`config.mk`:
```
export PLATFORM = sky130hd
export DESIGN_NAME = game_flow_ctrl
export DESIGN_NICKNAME = d
export VERILOG_FILES = /design/src/rtl/game_pkg.sv /design/src/rtl/game_flow_ctrl_load_down_counter.sv /design/src/rtl/game_flow_ctrl.sv
export SDC_FILE = /design/constraint.sdc
export NUM_CORES = 1
export LEC_CHECK = 0
export CAP_MARGIN = 20
export CELL_PAD_IN_SITES_DETAIL_PLACEMENT = 1
export CELL_PAD_IN_SITES_GLOBAL_PLACEMENT = 2
export CORE_ASPECT_RATIO = 1.25
export CORE_MARGIN = 2
export CORE_UTILIZATION = 39
export DETAILED_ROUTE_END_ITERATION = 10
export DONT_BUFFER_PORTS = 1
export GPL_TIMING_DRIVEN = 0
export PLACE_DENSITY_LB_ADDON = 0.25
export SYNTH_ARGS = -nofsm -noshare
export SYNTH_HDL_FRONTEND = slang
export SYNTH_SLANG_ARGS = --single-unit
```
`constraint.sdc`:
```
create_clock -name CLOCK_50 -period 4 [get_ports CLOCK_50]
set_input_delay 0.8 -clock CLOCK_50 [delete_from_list [all_inputs] [get_ports CLOCK_50]]
set_output_delay 0.8 -clock CLOCK_50 [all_outputs]
set_load 0.02 [all_outputs]
```
`src/rtl/game_pkg.sv`:
```
// game_pkg: shared types and constants for the game-flow controller.
//   game_state_t  : 3-bit state encoding (INIT=0, PLAY=1, RESUME=2, CLEAR=3, OVER=4)
//   LEVEL_MAX     : level counter saturation value
//   ctrl_out_t    : Moore control outputs {sprite_reset, map_wr_reset, ghost_enable}
//   state_outputs : decodes a state into its Moore control outputs
package game_pkg;

  typedef enum logic [2:0] {
    INIT   = 3'd0,
    PLAY   = 3'd1,
    RESUME = 3'd2,
    CLEAR  = 3'd3,
    OVER   = 3'd4
  } game_state_t;

  localparam logic [3:0] LEVEL_MAX = 4'd15;

  typedef struct packed {
    logic sprite_reset;
    logic map_wr_reset;
    logic ghost_enable;
  } ctrl_out_t;

  function automatic ctrl_out_t state_outputs(input game_state_t s);
    ctrl_out_t o;
    case (s)
      INIT:    o = ctrl_out_t'(3'b110);
      PLAY:    o = ctrl_out_t'(3'b001);
      RESUME:  o = ctrl_out_t'(3'b100);
      CLEAR:   o = ctrl_out_t'(3'b110);
      default: o = ctrl_out_t'(3'b010); // OVER
    endcase
    return o;
  endfunction

endpackage

```
`src/rtl/game_flow_ctrl_load_down_counter.sv`:
```
// load_down_counter: loadable down-counter that stops at zero.
//   clk   : clock
//   srst  : synchronous active-high reset (count -> 0)
//   clr   : synchronous clear (count -> 0), wins over load
//   load  : load MAX-1
//   en    : decrement while nonzero
//   count : current value, width W = max(1, $clog2(MAX))
//   zero  : count == 0
module load_down_counter #(
  parameter int MAX = 4,
  parameter int W   = (MAX > 1) ? $clog2(MAX) : 1
) (
  input  logic         clk,
  input  logic         srst,
  input  logic         clr,
  input  logic         load,
  input  logic         en,
  output logic [W-1:0] count,
  output logic         zero
);

  logic [W-1:0] count_q;

  always_ff @(posedge clk) begin
    if (srst || clr) begin
      count_q <= '0;
    end else if (load) begin
      count_q <= W'(MAX - 1);
    end else if (en && (count_q != '0)) begin
      count_q <= count_q - W'(1);
    end
  end

  assign count = count_q;
  assign zero  = (count_q == '0);

endmodule

```
`src/rtl/game_flow_ctrl.sv`:
```
// game_flow_ctrl: game-flow state machine for the Pac-Man top level.
// Compares pacman against N_GHOSTS ghosts, tracks lives and levels, times the
// resume / level-clear pauses and (optionally) the power-pill frightened window.
// Optional feature macro: GAME_FRIGHT_EN (frightened window and ghost eating).
// Ports:
//   CLOCK_50, reset           : clock, synchronous active-high reset
//   start                     : leave INIT
//   pac_x/pac_y               : pacman next tile
//   ghost_x/ghost_y           : packed ghost next tiles, ghost i at [i*W +: W]
//   power_pill                : one-cycle pulse, pill eaten
//   dots_left                 : dots remaining on the map
//   state, lives, level       : game status
//   sprite_reset, map_wr_reset, ghost_enable : Moore control outputs
//   fright, ghost_eaten, death: frightened flag and one-cycle event pulses
module game_flow_ctrl
  import game_pkg::*;
#(
  parameter int N_GHOSTS      = 2,
  parameter int X_W           = 6,
  parameter int Y_W           = 5,
  parameter int LIVES_INIT    = 3,
  parameter int LIVES_W       = 3,
  parameter int RESUME_CYCLES = 250000000,
  parameter int FRIGHT_CYCLES = 350000000,
  parameter int DOTS_W        = 10
) (
  input  logic                    CLOCK_50,
  input  logic                    reset,
  input  logic                    start,
  input  logic [X_W-1:0]          pac_x,
  input  logic [Y_W-1:0]          pac_y,
  input  logic [N_GHOSTS*X_W-1:0] ghost_x,
  input  logic [N_GHOSTS*Y_W-1:0] ghost_y,
  input  logic                    power_pill,
  input  logic [DOTS_W-1:0]       dots_left,
  output logic [2:0]              state,
  output logic [LIVES_W-1:0]      lives,
  output logic [3:0]              level,
  output logic                    sprite_reset,
  output logic                    map_wr_reset,
  output logic                    ghost_enable,
  output logic                    fright,
  output logic [N_GHOSTS-1:0]     ghost_eaten,
  output logic                    death
);

  localparam int PAUSE_W = (RESUME_CYCLES > 1) ? $clog2(RESUME_CYCLES) : 1;

  game_state_t          state_q, state_d;
  logic [LIVES_W-1:0]   lives_q, lives_d;
  logic [3:0]           level_q, level_d;
  logic                 death_q, death_d;
  ctrl_out_t            ctrl_q;

  logic [N_GHOSTS-1:0]  match, hit, eaten_mask;
  logic                 fright_act;
  logic                 dots_empty, fatal_hit, enter_pause;
  logic                 pause_zero;
  logic [PAUSE_W-1:0]   pause_count_unused;

  genvar gi;
  generate
    for (gi = 0; gi < N_GHOSTS; gi++) begin : g_cmp
      assign match[gi] = (ghost_x[gi*X_W +: X_W] == pac_x) &&
                         (ghost_y[gi*Y_W +: Y_W] == pac_y);
    end
  endgenerate

  // Ghosts already eaten in this window are passed through harmlessly.
  assign hit         = match & ~eaten_mask;
  assign dots_empty  = (dots_left == '0);
  // Uses the registered fright flag, so a pill arriving with a collision
  // does not save pacman.
  assign fatal_hit   = !fright_act && (|hit);
  assign enter_pause = (state_q == PLAY) && (dots_empty || fatal_hit);

  load_down_counter #(.MAX(RESUME_CYCLES), .W(PAUSE_W)) u_pause_cnt (
    .clk   (CLOCK_50),
    .srst  (reset),
    .clr   (1'b0),
    .load  (enter_pause),
    .en    ((state_q == RESUME) || (state_q == CLEAR)),
    .count (pause_count_unused),
    .zero  (pause_zero)
  );

  always_comb begin
    state_d = state_q;
    lives_d = lives_q;
    level_d = level_q;
    death_d = 1'b0;
    case (state_q)
      INIT: if (start) state_d = PLAY;
      PLAY: begin
        if (dots_empty) begin
          state_d = CLEAR;
        end else if (fatal_hit) begin
          death_d = 1'b1;
          if (lives_q > LIVES_W'(1)) begin
            state_d = RESUME;
            lives_d = lives_q - LIVES_W'(1);
          end else begin
            state_d = OVER;
            lives_d = '0;
          end
        end
      end
      RESUME: if (pause_zero) state_d = PLAY;
      CLEAR: begin
        if (pause_zero) begin
          state_d = PLAY;
          if (level_q != LEVEL_MAX) level_d = level_q + 4'd1;
        end
      end
      default: ; // OVER holds until reset
    endcase
  end

  // Control outputs are decoded from the next state so they change on the
  // same edge as the state register.
  always_ff @(posedge CLOCK_50) begin
    if (reset) begin
      state_q <= INIT;
      lives_q <= LIVES_W'(LIVES_INIT);
      level_q <= '0;
      death_q <= 1'b0;
      ctrl_q  <= state_outputs(INIT);
    end else begin
      state_q <= state_d;
      lives_q <= lives_d;
      level_q <= level_d;
      death_q <= death_d;
      ctrl_q  <= state_outputs(state_d);
    end
  end

`ifdef GAME_FRIGHT_EN
  localparam int FRIGHT_W = (FRIGHT_CYCLES > 1) ? $clog2(FRIGHT_CYCLES) : 1;

  logic                fright_q;
  logic [N_GHOSTS-1:0] mask_q, eaten_q;
  logic                in_play, leave_play, fright_zero;
  logic [FRIGHT_W-1:0] fright_count_unused;

  assign in_play    = (state_q == PLAY);
  assign leave_play = enter_pause;

  load_down_counter #(.MAX(FRIGHT_CYCLES), .W(FRIGHT_W)) u_fright_cnt (
    .clk   (CLOCK_50),
    .srst  (reset),
    .clr   (!in_play || leave_play),
    .load  (power_pill),
    .en    (fright_q),
    .count (fright_count_unused),
    .zero  (fright_zero)
  );

  // Staying in PLAY implies any remaining hit happened under fright, so the
  // hit vector can be latched into the mask and pulsed directly.
  always_ff @(posedge CLOCK_50) begin
    if (reset) begin
      fright_q <= 1'b0;
      mask_q   <= '0;
      eaten_q  <= '0;
    end else begin
      eaten_q <= '0;
      if (!in_play || leave_play) begin
        fright_q <= 1'b0;
        mask_q   <= '0;
      end else begin
        eaten_q <= hit;
        if (power_pill) begin
          fright_q <= 1'b1;
          mask_q   <= mask_q | hit;
        end else if (fright_q && fright_zero) begin
          fright_q <= 1'b0;
          mask_q   <= '0;
        end else begin
          mask_q   <= mask_q | hit;
        end
      end
    end
  end

  assign fright_act  = fright_q;
  assign eaten_mask  = mask_q;
  assign ghost_eaten = eaten_q;
`else
  logic power_pill_unused;
  assign power_pill_unused = power_pill;
  assign fright_act        = 1'b0;
  assign eaten_mask        = '0;
  assign ghost_eaten       = '0;
`endif

  assign state        = state_q;
  assign lives        = lives_q;
  assign level        = level_q;
  assign death        = death_q;
  assign fright       = fright_act;
  assign sprite_reset = ctrl_q.sprite_reset;
  assign map_wr_reset = ctrl_q.map_wr_reset;
  assign ghost_enable = ctrl_q.ghost_enable;

endmodule

```
Word-level counts from Yosys, hierarchy flattened:

Index checks and enable logic that the tools add are counted.

* bits in registers: 42
* bits of input ports: 47
* output and inout port bits: 17
* logic and storage cells: 56

* add/sub/neg operators: 3
* $lt $le $gt $ge: 1
* equality and inequality tests: 11
* muxes and demuxes: 11
* bitwise operators: 2
* reduce and logical (&&, ||, !) cells: 19

Operators by type and width (count)
* 28-bit 2-to-1 mux: 2
* 28-bit zero test: 1
* 28-bit nonzero test: 1
* 28-bit by 1-bit subtractor with 28-bit output, second input constant: 1
* 3-bit 2-to-1 mux: 6
* 3-bit case mux with 3 select lines: 2
* 3-bit by 2-bit == test with 1-bit output, second input constant: 4
* 6-bit == test: 2
* 5-bit == test: 2
* 10-bit zero test: 1
* 2-bit OR reduction: 4
* 3-bit by 1-bit == test with 1-bit output, second input constant: 2
* 3-bit zero test: 2
* 3-bit AND reduction: 2
* 4-bit by 1-bit adder with 4-bit output, second input constant: 1
* 1-bit logical AND: 4
* 4-bit inequality test, second input constant: 1
* 3-bit by 1-bit > comparator with 1-bit output, second input constant: 1
* 3-bit OR reduction: 1
* 3-bit by 1-bit subtractor with 3-bit output, second input constant: 1
* 1-bit logical OR: 2
* 1-bit inverter: 2
* 2-bit nonzero test: 1
* 1-bit 2-to-1 mux: 1

Depth between registers and ports, before layout:

Gate-level depths: netlist (run 1).

* depth after elaboration: 9
* gate-level depth with buffers: 9
* depth with buffers taken out: 8

By module:

From an unflattened synthesis (run 1), not the netlist that was laid out.

* cells, all modules: 313
* area, all modules: 2671.3 sq um

By module, submodules not included
* load_down_counter: instances 1, cells each 193, area an instance 1624.1 sq um, sequential area each 560.5 sq um
* game_flow_ctrl: instances 1, cells each 120, area an instance 1047.3 sq um, sequential area each 280.3 sq um

Worst setup path after synthesis (run 1):

OpenSTA, ideal clock, no wires.

* kind: input to register
* from: input port dots_left[5]
* to: register ctrl_q, in the netlist sprite_reset
* setup time: 0.114 ns
* data arrival time: 2.529 ns
* data required time: 3.886 ns
* setup slack: 1.357 ns
* cell stages on the path: 6
* buffers on the path: 0
* cell sequence: or4_1 > nor4_1 > a21oi_1 > o22a_1 > or2_2 > a21o_1

* word-level cells in the longest chain between the ends: 6
* elaborated cells on any way between the ends: 9
* classes of those cells: 3 x eq/ne; 3 x mux; 3 x reduce/logical

RTL lines
* start: declaration: line game_flow_ctrl.sv:35 `input logic [DOTS_W-1:0] dots_left,`
* 10-bit zero test (*): line game_flow_ctrl.sv:71 `assign dots_empty = (dots_left == '0);`
* 3-bit 2-to-1 mux (*): line game_flow_ctrl.sv:95 `if (dots_empty) begin`
* 3-bit case mux with 3 select lines (*): line game_flow_ctrl.sv:92 `case (state_q)`
* 3-bit by 2-bit == test with 1-bit output or 3-bit zero test (tied branches): line game_pkg.sv:26 `case (s)`
* 2-bit OR reduction (no source line)
* 3-bit case mux with 3 select lines (*): line game_pkg.sv:26
* end signal: assignment: line game_flow_ctrl.sv:127 `ctrl_q <= state_outputs(INIT);`
* end signal: assignment: line game_flow_ctrl.sv:133 `ctrl_q <= state_outputs(state_d);`
* end: declaration: line game_flow_ctrl.sv:53 `ctrl_out_t ctrl_q;`

Every way passes the cells marked *; elsewhere a longest branch is shown, timed or not.
A chain may end at the register's enable or synchronous reset.

Worst setup path in the final report (run 1):

* from: register u_pause_cnt.count_q[4] (netlist: u_pause_cnt.count[4])
* to: register u_pause_cnt.count_q[21] (netlist: u_pause_cnt.count[21])

* word-level cells in the longest chain between the ends: 3
* elaborated cells on any way between the ends: 6
* classes of those cells: 1 x add/sub; 2 x mux; 3 x reduce/logical

RTL lines
* start: declaration: line game_flow_ctrl_load_down_counter.sv:22 `logic [W-1:0] count_q;`
* start signal: assignment: line game_flow_ctrl_load_down_counter.sv:28 `count_q <= W'(MAX - 1);`
* start signal: assignment: line game_flow_ctrl_load_down_counter.sv:30 `count_q <= count_q - W'(1);`
* 28-bit by 1-bit subtractor with 28-bit output or 28-bit nonzero test (tied branches): line game_flow_ctrl_load_down_counter.sv:30, game_flow_ctrl_load_down_counter.sv:29
* 28-bit 2-to-1 mux or 1-bit logical AND (tied branches): line game_flow_ctrl_load_down_counter.sv:29 `end else if (en && (count_q != '0)) begin`
* 28-bit 2-to-1 mux or 2-bit nonzero test (tied branches)

Parallel ways exist; a longest one is shown, timed or not. The select of a mux whose other input is x is not followed.

==> results.txt, run 1 <==
The number of remaining DRC errors is 0. The reg-to-reg setup timing slack is approximately 1.2 ns. The via count of the first global-routing pass was 1898. The cell depth of the worst flop-to-flop path came out at 8. Post-CTS repair changed the size of 0 cells. The period utilization is a little over two thirds.

CTS placed an instance of sky130_fd_sc_hd__clkbuf_8 at the clock tree root. The highest ir drop seen on vdd came out at around 0.00013 V. The clock-pin slew on the worst setup and hold paths came out at 0.08 ns. The number of top-level pins is 64. Once layout is complete, the utilization of the core stands at between 40% and 50%.

The wire length per cell after detailed routing is 15.12 um. The standby leakage power is slightly above 0.0009 uW. After synthesis, the mean cell area works out to slightly below 9 um^2. The clock period minus worst slack came out at about 2.8 ns. The worst setup path is captured at a flop. After synthesis the cells add up to 2240 um^2. The arrival time at the worst endpoint is 2.94 ns.

In this run the critical register-to-register path is captured at u_pause_cnt.count[21]. The number of pins with negative max-slew slack in the final report is 0. The final net count came out at 316.

The headroom to the max-slew limit came out at roughly half. Counting every sink on the clock net gives 42. Following the worst setup path forward leads to its endpoint at u_pause_cnt.count[21]. The hold violation count in the final report is 0. The actual transition at the worst max-transition pin came out at 0.7409 ns. The commonest non-fill, non-tap cell in the layout is sky130_fd_sc_hd__dfxtp_1.

The final antenna-violating net count came out at 0. The max capacitance violation total is 0. The netlist uses 44 different library cells.

STA classifies the critical path startpoint as a flop. The number of DRC markers in iteration 0 came out at 32. The first-pass detailed-route iteration total is 4.

The placeable core region came out at roughly 5500 um^2. The launch point of the critical path is u_pause_cnt.count[4]. After clock tree synthesis, the setup repair step added 0 buffers. Across the routed clock network, the largest skew measured is about 0.0076 ns. The total number of H-tree levels came out at 2. The area overhead of the layout relative to synthesis is 7.598%. The total overflow reported by the global router came out at 0. The routed via count divided by cell count came out at 5.486.

The overall routed net length came out at approximately 4900 um. The detailed router placed ~1800 vias in this run. The worst-case clock buffer depth is 2.

The final weighted congestion of routability-driven global placement is 0.7302. The sum of net half-perimeters after detailed placement is between 3000 and 4000 um. The share of post-route cells with drive strength above 1 is 8.365%. TritonCTS built the clock tree. The final hold slack is 0.5148 ns. The type of the setup path with the least slack is flop to flop. Setup repair after global routing left no endpoint under its margin. In this run, synthesis produced a sequential element count of 42. The cell row count is 30.

The global-route usage over all layers came out at between 10% and 20%. The gate count of the mapped netlist came out at about 260. At the later pin of the worst-skew pair, clock insertion delay measures approximately 0.29 ns. The vertical die dimension is ~89 um. The power per standard cell area came out at around 300 nW/um^2. The pin count of the biggest net entering global routing came out at 12.

The flow ran to the end, and the final reports show no timing, DRC or antenna violations. The quantity of I/O buffers inserted on ports came out at 0. The highest attainable clock frequency is about 360 MHz.

The post-route setup TNS is 0 ns. The layout has between 600 and 700 filler cells. The startpoint identified for the worst hold timing path is u_pause_cnt.count[11].

The min-delay analysis places its worst path in the category flop to flop. The cts-stage hold buffer count came out at 0. The initial core utilization is roughly two fifths. The top cell types in the final layout, fill and taps aside, are sky130_fd_sc_hd__dfxtp_1, sky130_fd_sc_hd__nor2_1, sky130_fd_sc_hd__xor2_1. The largest fanout on the critical path came out at 8. For the worst setup path, the data required time is 4.15 ns. The count of synthesis-stage warnings from yosys is 0. TritonCTS created 5 clock buffers. The antenna cell count is 0. The number of antenna violations at the first check in global routing is 0. From left edge to right edge, the die measures 71.78 um. The count of final setup violators came out at 0.

The area of the die is around 6400 um^2. Summing the sequential cell areas from Yosys gives 37.54% of the chip area. The global-route wire length before repair is between 8000 and 9000 um. The origin of the critical flop-to-flop path is u_pause_cnt.count[4].
-- cells in the mapped netlist (all sizes together) --
| library cell | count | area share [%] |
|---|---|---|
| inv | 7 | 1.2 |
| nand3b | 4 | 1.3 |
| o211ai | 2 | 0.67 |
| and3 | 1 | 0.28 |
| or4 | 7 | 2.7 |
| nor2 | 35 | 5.9 |
| conb | 1 | 0.17 |
| or2 | 3 | 0.84 |
| and2 | 2 | 0.56 |
| or3b | 1 | 0.50 |
| xnor2 | 24 | 9.4 |
| o41ai | 1 | 0.39 |
| clkbuf | 5 | 0.84 |
| buf | 4 | 1.5 |
| xor2 | 26 | 10 |
| nand4b | 2 | 1.1 |
| o21bai | 1 | 0.84 |
| mux2i | 1 | 0.45 |
| ha | 5 | 2.8 |
| o41a | 1 | 0.50 |
| a21oi | 24 | 5.4 |
| dfxtp | 42 | 38 |
| o22a | 1 | 0.39 |
| o31ai | 2 | 0.89 |
| nor2b | 1 | 0.28 |
| a31oi | 1 | 0.28 |
| o21ai | 1 | 0.22 |
| and4 | 1 | 0.39 |
| o21a | 1 | 0.34 |
| nor3b | 3 | 1.2 |
| a21o | 1 | 0.34 |
| nand4 | 2 | 0.56 |
| or3 | 1 | 0.28 |
| nand2 | 15 | 2.5 |
| nor3 | 8 | 2.0 |
| nand3 | 6 | 1.3 |
| nor4 | 12 | 4.0 |
-- area by class of cell --
type	instances	area [um^2]	share of cell area, %
tap	64	80.08	3.323
multi-input combinational	199	1328	55.09
buffer	9	52.55	2.181
inverter	7	26.28	1.090
sequential	42	840.8	34.89
clock buffer	6	82.58	3.427
-- critical path: stages, from the launching register on --
cell and delay (ns):
sky130_fd_sc_hd__dfxtp_1 0.35, sky130_fd_sc_hd__or4_4 0.58, sky130_fd_sc_hd__or3b_4 0.43, sky130_fd_sc_hd__o21bai_4 0.22, sky130_fd_sc_hd__or4_4 0.49, sky130_fd_sc_hd__buf_6 0.16, sky130_fd_sc_hd__nor3b_2 0.19, sky130_fd_sc_hd__xnor2_1 0.14
sky130_fd_sc_hd__a21oi_1 0.08
-- routing by layer --
layer | vias to the layer above | share of wire [%] | GRT usage, %
li1 | 891 | - | -
met1 | 849 | 41 | 18.07
met2 | 47 | 53 | 31.31
met3 | 7 | 4.7 | 3.986
met4 | 0 | 1.3 | 5.489
met5 | - | 0 | 0
-- how the worst min path moves through the flow --
stage,slack [ns],cells past startpoint,to
finish,0.51,2,u_pause_cnt.count[11]
global route,0.53,2,u_pause_cnt.count[11]
CTS,0.51,2,u_pause_cnt.count[11]
detailed placement,0.49,2,u_pause_cnt.count[11]
global placement,0.46,2,u_pause_cnt.count[11]
floorplan,0.45,2,u_pause_cnt.count[11]
-- cell families after synthesis --
kind of cell,Yosys count,share of synthesized area [%]
adder cells (fa/ha/maj),5,2.793
AO/OA/AOI/OAI,36,10.22
other,1,0.1674
XOR/XNOR,50,19.55
AND/OR/NAND/NOR,104,25.75
multiplexers,1,0.4469
flip-flops,42,37.54
buffers and inverters,16,3.520
-- through the flow --
stage	area [um^2]	instances	power, uW	setup slack, ns
6_report	2410	327	734.0	1.214
5_1_grt	2410	327	770.3	0.9499
4_1_cts	2410	327	748.6	1.174
3_5_place_dp	2327	321	479.2	1.017
3_3_place_gp	2327	321	479.1	1.029
2_1_floorplan	2247	257	470.7	1.357
-- state kept, by name, summed over array words and instances, names as in the netlist --
| signal | count |
|---|---|
| lives | 3 |
| u_pause_cnt.count | 28 |
| ghost_enable | 1 |
| map_wr_reset | 1 |
| level | 4 |
| death | 1 |
| state | 3 |
| sprite_reset | 1 |
-- power by group --
group	switching [uW]	internal, uW	leakage, uW
combinational	22.5	19.5	0.000543
sequential	5.77	421	0.000340
clock	132	133	0.0000431
No activity file was read; power rests on OpenSTA's default activity.
==> inputs of run 2 (changes only) <==
--- a/config.mk
+++ b/config.mk
@@ -10,7 +10,7 @@
 export CELL_PAD_IN_SITES_GLOBAL_PLACEMENT = 2
 export CORE_ASPECT_RATIO = 1.25
 export CORE_MARGIN = 2
-export CORE_UTILIZATION = 39
+export CORE_UTILIZATION = 33
 export DETAILED_ROUTE_END_ITERATION = 10
 export DONT_BUFFER_PORTS = 1
 export GPL_TIMING_DRIVEN = 0
==> constraint.sdc (replaced) <==
create_clock -name CLOCK_50 -period 2.5 [get_ports CLOCK_50]
set_input_delay 0.5 -clock CLOCK_50 [delete_from_list [all_inputs] [get_ports CLOCK_50]]
set_output_delay 0.5 -clock CLOCK_50 [all_outputs]
set_load 0.02 [all_outputs]
==> run 2 against run 1 <==
Against the previous run: the run now ends with negative setup slack left; clock skew up 0.0050 ns; setup slack got worse by 1.3 ns; global-route usage shrank 1.8 points; register-to-register slack got worse by 1.3 ns; combinational power up 65%; count of clock-buffer cells in the layout unchanged.
==> results.txt, run 2 (synthesized netlist as in run 1, its figures left out) <==
The first-pass detailed-route iteration total came to 4 (unchanged). The max capacitance violation total came out at 0 (unchanged). The total via count in the routed design came to 1846 (+2.9%). The total overflow reported by the global router is 0 (unchanged).

The headroom to the max-slew limit is 66.41% (+16 points). The filler cell count in the final layout came out at 804 (+21%). The wire length per cell after detailed routing came out at 14.61 um (-3.4%). The hold violation count in the final report is 0 (unchanged). The number of antenna violations at the first check in global routing came out at 0 (unchanged).

The placeable core region is 6565 um^2 (+20%). The placed instance count came out at 344 (+7.2%). The period utilization is 103.9% (+34 points). STA classifies the critical path startpoint as a flop. The cell row count is 33 (+10%).

The die outline width came out at 77.69 um (+8.2%). The arrival time at the worst endpoint is 2.77 ns (-0.17 ns). The quantity of I/O buffers inserted on ports came out at 0 (unchanged). The final worst-path setup slack is -0.09868 ns (-1.313 ns). The power per standard cell area is 447.3 nW/um^2 (+47%). The worst slack at placement was -0.2657 ns (-1.283 ns). The number of pins with negative max-slew slack in the final report came to 0 (unchanged). The cts-stage hold buffer count was 0 (unchanged).

The tree is rooted in a sky130_fd_sc_hd__clkbuf_8. The clock latency on the worst-skew pair came out at 0.30 ns (about the same). The core occupancy in the finished layout is 39.97% (-4.0 points).

The final reports fail on negative setup slack. The routed via count divided by cell count came out at 5.099 (-7.1%). The vertical die dimension is 96.11 um (+8.3%).

The final net count is 327 (+3.5%). The via count of the first global-routing pass is 1849 (-2.6%). The standby leakage power was 0.0009904 uW (+7.0%).

Leaving out fill and tap cells, the most frequent cell in the layout is sky130_fd_sc_hd__dfxtp_1. The share of post-route cells with drive strength above 1 came out at 18.18% (+9.8 points). Setup repair after global routing could not meet its margin everywhere. The tightest min-delay check is of the input port to flop type. The area used by sequential logic in the layout was 845.8 um^2 (+0.60%). The area after detailed placement came out at 2356 um^2 (+1.2%). The finished layout cell area is 2624 um^2 (+8.9%). The worst setup path is of the flop to flop kind. The area used by multi-input combinational logic came out at 1431 um^2 (+7.8%).

The uppermost metal layer occupied by signal nets is met4. The total met3 wirelength after detailed routing was 294 um (+27%). The actual transition at the worst max-transition pin came out at 0.5038 ns (-0.2371 ns).

The worst-case clock buffer depth is 2 (unchanged). The data required time at the worst endpoint came out at 2.67 ns (-1.48 ns). The final weighted congestion of routability-driven global placement is 0.7185 (-1.6%).

The initial core utilization is 34.11% (-6.8 points). The worst clock skew came out at 0.01259 ns (+0.004979 ns). The count of non-filler cells in the finished layout is 362 (+11%).

The final antenna-violating net count is 0 (unchanged). The global-route wire length before repair came out at 8673 um (+3.0%). The library cells used most frequently in the layout, excluding fill and tap cells, are sky130_fd_sc_hd__dfxtp_1, sky130_fd_sc_hd__nor2_1, sky130_fd_sc_hd__xor2_1. The CTS tree is built. The flow ran to the end, but the final reports show violations. The number of top-level pins is 64 (unchanged).

The overall routed net length came to 5288 um (+6.9%). The worst setup path is captured at a flop. The pin count of the biggest net entering global routing is 13 (+1).

The highest attainable clock frequency is 384.8 MHz (+7.2%). The number of buffers created by CTS came out at 5 (unchanged). The clock period minus worst slack came out at 2.599 ns (-0.1871 ns).

The sum of net half-perimeters after detailed placement came out at 3940 um (+3.2%). The clock-pin slew on the worst setup and hold paths came out at 0.08 ns (about the same). The number of remaining DRC errors is 0 (unchanged). The total routed wire length on the met1 layer came out at 2133 um (+5.4%). The total number of H-tree levels came out at 2 (unchanged). The global-route usage over all layers is 14.76% (-1.8 points). The area overhead of the layout relative to synthesis is 17.15%. The highest ir drop seen on vdd was 0.0002537 V (+96%). The number of DRC markers in iteration 0 is 51 (+59%). The routed length on met2 is 2775 um (+5.8%).

The largest fanout on the critical path is 7 (-1). The number of flip-flops in the largest register came out at 28 (unchanged). The clock sink count came out at 42 (unchanged). The count of final setup violators is 6 (+6).

The area of the die came out at 7466 um^2 (+17%). The antenna cell count is 0 (unchanged).
## run 2: cell count changes in the layout (fill, tap and decap cells not counted), sizes merged
| cell | before | now |
|---|---|---|
| buf | 4 | 15 |
| clkinvlp | 0 | 1 |
## run 2: routing by layer
layer  global-route usage, %  vias up
li1                        -      916
met1                   16.41      868
met2                   27.37       56
met3                   3.471        6
met4                   5.357        0
met5                       0        -
## run 2: path summary, 6_finish.rpt
check | start | endpoint | slack [ns] | cells past startpoint
setup / recovery | u_pause_cnt.count[7] | u_pause_cnt.count[21] | -0.1 | 7
setup reg to reg | u_pause_cnt.count[7] | u_pause_cnt.count[21] | -0.1 | 7
hold reg to reg | u_pause_cnt.count[7] | u_pause_cnt.count[7] | 0.50 | 2
hold / removal | reset | lives[1] | 0.40 | 2
## run 2: what timing repair did
action,in CTS,in global routing
gates resized for setup,9,14
pin swaps,8,5
setup buffers,5,7
cloned,0,0
endpoints found under the hold margin,0,0
setup endpoints to repair,23,23
## run 2: area by class of cell
| cell class | instances | area share (%) |
|---|---|---|
| Tap cell | 87 | 4.149 |
| Clock inverter | 1 | 0.2861 |
| Clock buffer | 6 | 2.766 |
| Timing Repair Buffer | 12 | 3.433 |
| Buffer | 8 | 1.574 |
| Multi-Input combinational cell | 199 | 54.55 |
| Sequential cell | 42 | 32.24 |
| Inverter | 7 | 1.001 |
## run 2: report_power, final
part / leakage, uW / internal (uW) / switching, uW
clock: 0.0000373 / 192 / 230
sequential: 0.000342 / 673 / 9.11
combinational: 0.000611 / 32.4 / 37.1
## run 2: per-stage QoR
| stage | total power, uW | hold slack [ns] | setup TNS, ns |
|---|---|---|---|
| final | 1174 | 0.4018 | -0.4465 |
| after global routing | 1242 | 0.4233 | -1.266 |
| after CTS | 1196 | 0.4008 | -0.3201 |
| after detailed placement | 768.2 | 0.4834 | -5.127 |
| after global placement | 766.9 | 0.4644 | -5.665 |
| after floorplan | 753.1 | 0.4483 | -0.1104 |
## run 2: worst max-delay path, cell delays in order (launching register included)
cell and delay (ns):
sky130_fd_sc_hd__dfxtp_2 0.33, sky130_fd_sc_hd__or4_4 0.55, sky130_fd_sc_hd__or3b_4 0.41, sky130_fd_sc_hd__o21bai_4 0.18, sky130_fd_sc_hd__or4_4 0.57, sky130_fd_sc_hd__nor3b_2 0.23
sky130_fd_sc_hd__xnor2_1 0.14, sky130_fd_sc_hd__a21oi_1 0.08
==> inputs of run 3 (changes only) <==
--- a/config.mk
+++ b/config.mk
@@ -9,7 +9,6 @@
 export CELL_PAD_IN_SITES_DETAIL_PLACEMENT = 1
 export CELL_PAD_IN_SITES_GLOBAL_PLACEMENT = 2
 export CORE_ASPECT_RATIO = 1.25
-export CORE_MARGIN = 2
 export CORE_UTILIZATION = 33
 export DETAILED_ROUTE_END_ITERATION = 10
 export DONT_BUFFER_PORTS = 1
==> run 3 against run 2 <==
Against the previous run: routed wire length is 2.4% higher; worst hold slack better by 0.00089 ns; setup slack worse by 0.024 ns; flip-flop and latch count stayed put; critical path type unchanged; die area is 4.6% lower; the flow still finishes with violations (negative setup slack); clock power is 13% higher; highest routed layer unchanged; sequential power hardly changed.
==> results.txt, run 3 (synthesized netlist as in run 1, its figures left out) <==
TritonCTS built the clock tree. The max capacitance violation total is 0 (unchanged). The wire length per cell after detailed routing came to 15.00 um (+2.7%).

The worst-case clock buffer depth is 2 (unchanged). The largest fanout on the critical path was 7 (unchanged). Tracing the worst setup path back leads to its startpoint at u_pause_cnt.count[6].

The global-route usage over all layers is 16.66% (+1.9 points). The number of DRC markers in iteration 0 is 54 (+5.9%). The area overhead of the layout relative to synthesis is 16.59%. The antenna cell count is 0 (unchanged). The destination of the worst hold path is lives[1]. The first-pass detailed-route iteration total came out at 2 (-2).

The cell depth of the worst flop-to-flop path is 8 (+1). The highest ir drop seen on vdd came to 0.0002099 V (-17%). The flow ran to the end, but the final reports show violations. The cell count of the worst hold path came out at 2 (unchanged). The routed length on met2 is 2864 um (+3.2%).

The library cell used most frequently in the layout, excluding fill and tap cells, is sky130_fd_sc_hd__dfxtp_1. The number of top-level pins came out at 64 (unchanged). The cell row count is 33 (unchanged). The power per standard cell area came out at 470.6 nW/um^2 (+5.2%). The tightest min-delay check is of the input port to flop type. The total routed wire length on the met1 layer came out at 2158 um (+1.2%).

In this run the critical register-to-register path is launched from u_pause_cnt.count[6]. The core occupancy in the finished layout is 39.78% (-0.19 points). The total overflow reported by the global router is 0 (unchanged). The post-route setup TNS came out at -0.5506 ns (-0.1041 ns). The vertical die dimension is 94.11 um (-2.1%). The global-route wire length before repair came out at 8866 um (+2.2%). The area of the die came out at 7122 um^2 (-4.6%). The period utilization was 104.9% (+0.95 points).

The share of post-route cells with drive strength above 1 is 17.15% (-1.0 points). The worst setup path is launched from a flop. The final weighted congestion of routability-driven global placement is 0.6948 (-3.3%). The final worst-path setup slack is -0.1225 ns (-0.02381 ns). The reg-to-reg setup timing slack came out at -0.12 ns (-0.02 ns). The headroom to the max-slew limit was 64.93% (-1.5 points). The data required time at the worst endpoint was 2.67 ns (about the same). The total via count in the routed design is 1844 (-0.11%). In the layout the commonest cells are sky130_fd_sc_hd__dfxtp_1, sky130_fd_sc_hd__nor2_1, sky130_fd_sc_hd__xor2_1. The number of flip-flops in the largest register came out at 28 (unchanged). The highest attainable clock frequency was 381.3 MHz (-0.91%). The clock-pin slew on the worst setup and hold paths was 0.08 ns (about the same). The overall routed net length is 5414 um (+2.4%).

The count of final setup violators is 8 (+2). The die outline width came to 75.69 um (-2.6%). The clock sink count is 42 (unchanged). The worst register-to-register path ends at u_pause_cnt.count[25]. The filler cell count in the final layout came to 782 (-2.7%). The arrival time at the worst endpoint came out at 2.79 ns (+0.02 ns).

The number of pins with negative max-slew slack in the final report came out at 0 (unchanged). The actual transition at the worst max-transition pin is 0.5261 ns (+0.02225 ns). The total number of H-tree levels came out at 2 (unchanged).

The initial core utilization is 34.11% (unchanged). The number of remaining DRC errors came out at 0 (unchanged). The quantity of I/O buffers inserted on ports came out at 0 (unchanged). The worst clock skew was 0.01150 ns (-0.001097 ns). The hold violation count in the final report is 0 (unchanged). STA classifies the critical path endpoint as a flop. The pin count of the biggest net entering global routing was 14 (+1).

Setup repair after global routing could not meet its margin everywhere. The via count of the first global-routing pass is 1876 (+1.5%). In this run the clock root is driven by a sky130_fd_sc_hd__clkbuf_8. The placeable core region was 6565 um^2 (unchanged).

The critical hold path startpoint is reset. The final reports fail on negative setup slack. The number of antenna violations at the first check in global routing came out at 0 (unchanged). The clock latency on the worst-skew pair is 0.30 ns (about the same).

The clock period minus worst slack is 2.622 ns (+0.02381 ns). The total design power was 1229 uW (+4.7%). The detailed router used layers up to and including met4.

The final net count was 325 (-0.61%). The number of buffers created by CTS came to 5 (unchanged). The final antenna-violating net count is 0 (unchanged). The routed via count divided by cell count is 5.108 (+0.17%). The total met3 wirelength after detailed routing was 281 um (-4.4%). The standby leakage power came to 0.0009845 uW (-0.60%). The sum of net half-perimeters after detailed placement came out at 3941 um (about the same). The worst setup path is of the flop to flop kind. The final hold slack came out at 0.4027 ns (+0.0008900 ns).
==> run 3: where the power goes <==
| part | leakage, uW | internal, uW | total (uW) | switching [uW] |
|---|---|---|---|---|
| Combinational | 0.000596 | 32.5 | 71.2 | 38.7 |
| Sequential | 0.000342 | 673 | 683 | 9.12 |
| Clock | 0.0000472 | 222 | 475 | 253 |
==> run 3: repair_timing <==
item	CTS	global route
gates resized for setup	11	9
endpoints found under the setup margin	26	26
setup buffers	5	5
hold buffers	0	0
pin swaps	8	2
==> run 3: final cells by class <==
type                            count  area (um^2)  area share (%)
Multi-Input combinational cell    199         1419           54.34
Sequential cell                    42        845.8           32.39
Tap cell                           87        108.9           4.169
Clock buffer                        6        82.58           3.162
Timing Repair Buffer               10        75.07           2.875
Buffer                              8        41.29           1.581
Inverter                            7        26.28           1.006
Clock inverter                      2        12.51          0.4792
==> run 3: worst max-delay path, stage by stage (launching register included) <==
cell and delay [ns]:
sky130_fd_sc_hd__dfxtp_2 0.33, sky130_fd_sc_hd__or4_4 0.54, sky130_fd_sc_hd__or3b_4 0.41, sky130_fd_sc_hd__o21bai_4 0.18
sky130_fd_sc_hd__or4_4 0.58, sky130_fd_sc_hd__buf_4 0.18, sky130_fd_sc_hd__nor2_4 0.07, sky130_fd_sc_hd__xnor2_1 0.12
sky130_fd_sc_hd__a21oi_1 0.08
==> run 3: stage by stage <==
step	worst slack, ns	cell area [um^2]	std cells
2_1_floorplan	-0.05172	2247	257
3_3_place_gp	-0.3046	2356	344
3_5_place_dp	-0.3162	2356	344
4_1_cts	-0.1319	2522	356
5_1_grt	-0.2253	2611	361
6_report	-0.1225	2611	361
==> run 3: worst max-delay path by stage <==
stage,to,depth (start not counted)
final,u_pause_cnt.count[25],8
after global routing,u_pause_cnt.count[21],7
after CTS,u_pause_cnt.count[21],7
after detailed placement,u_pause_cnt.count[24],7
after global placement,u_pause_cnt.count[9],7
after floorplan,u_pause_cnt.count[21],8
==> run 3: layer usage <==
metal,vias to the layer above,global-route usage [%]
met5,-,0
met4,0,6.019
met3,9,3.970
met2,59,30.43
met1,866,18.09
li1,910,-
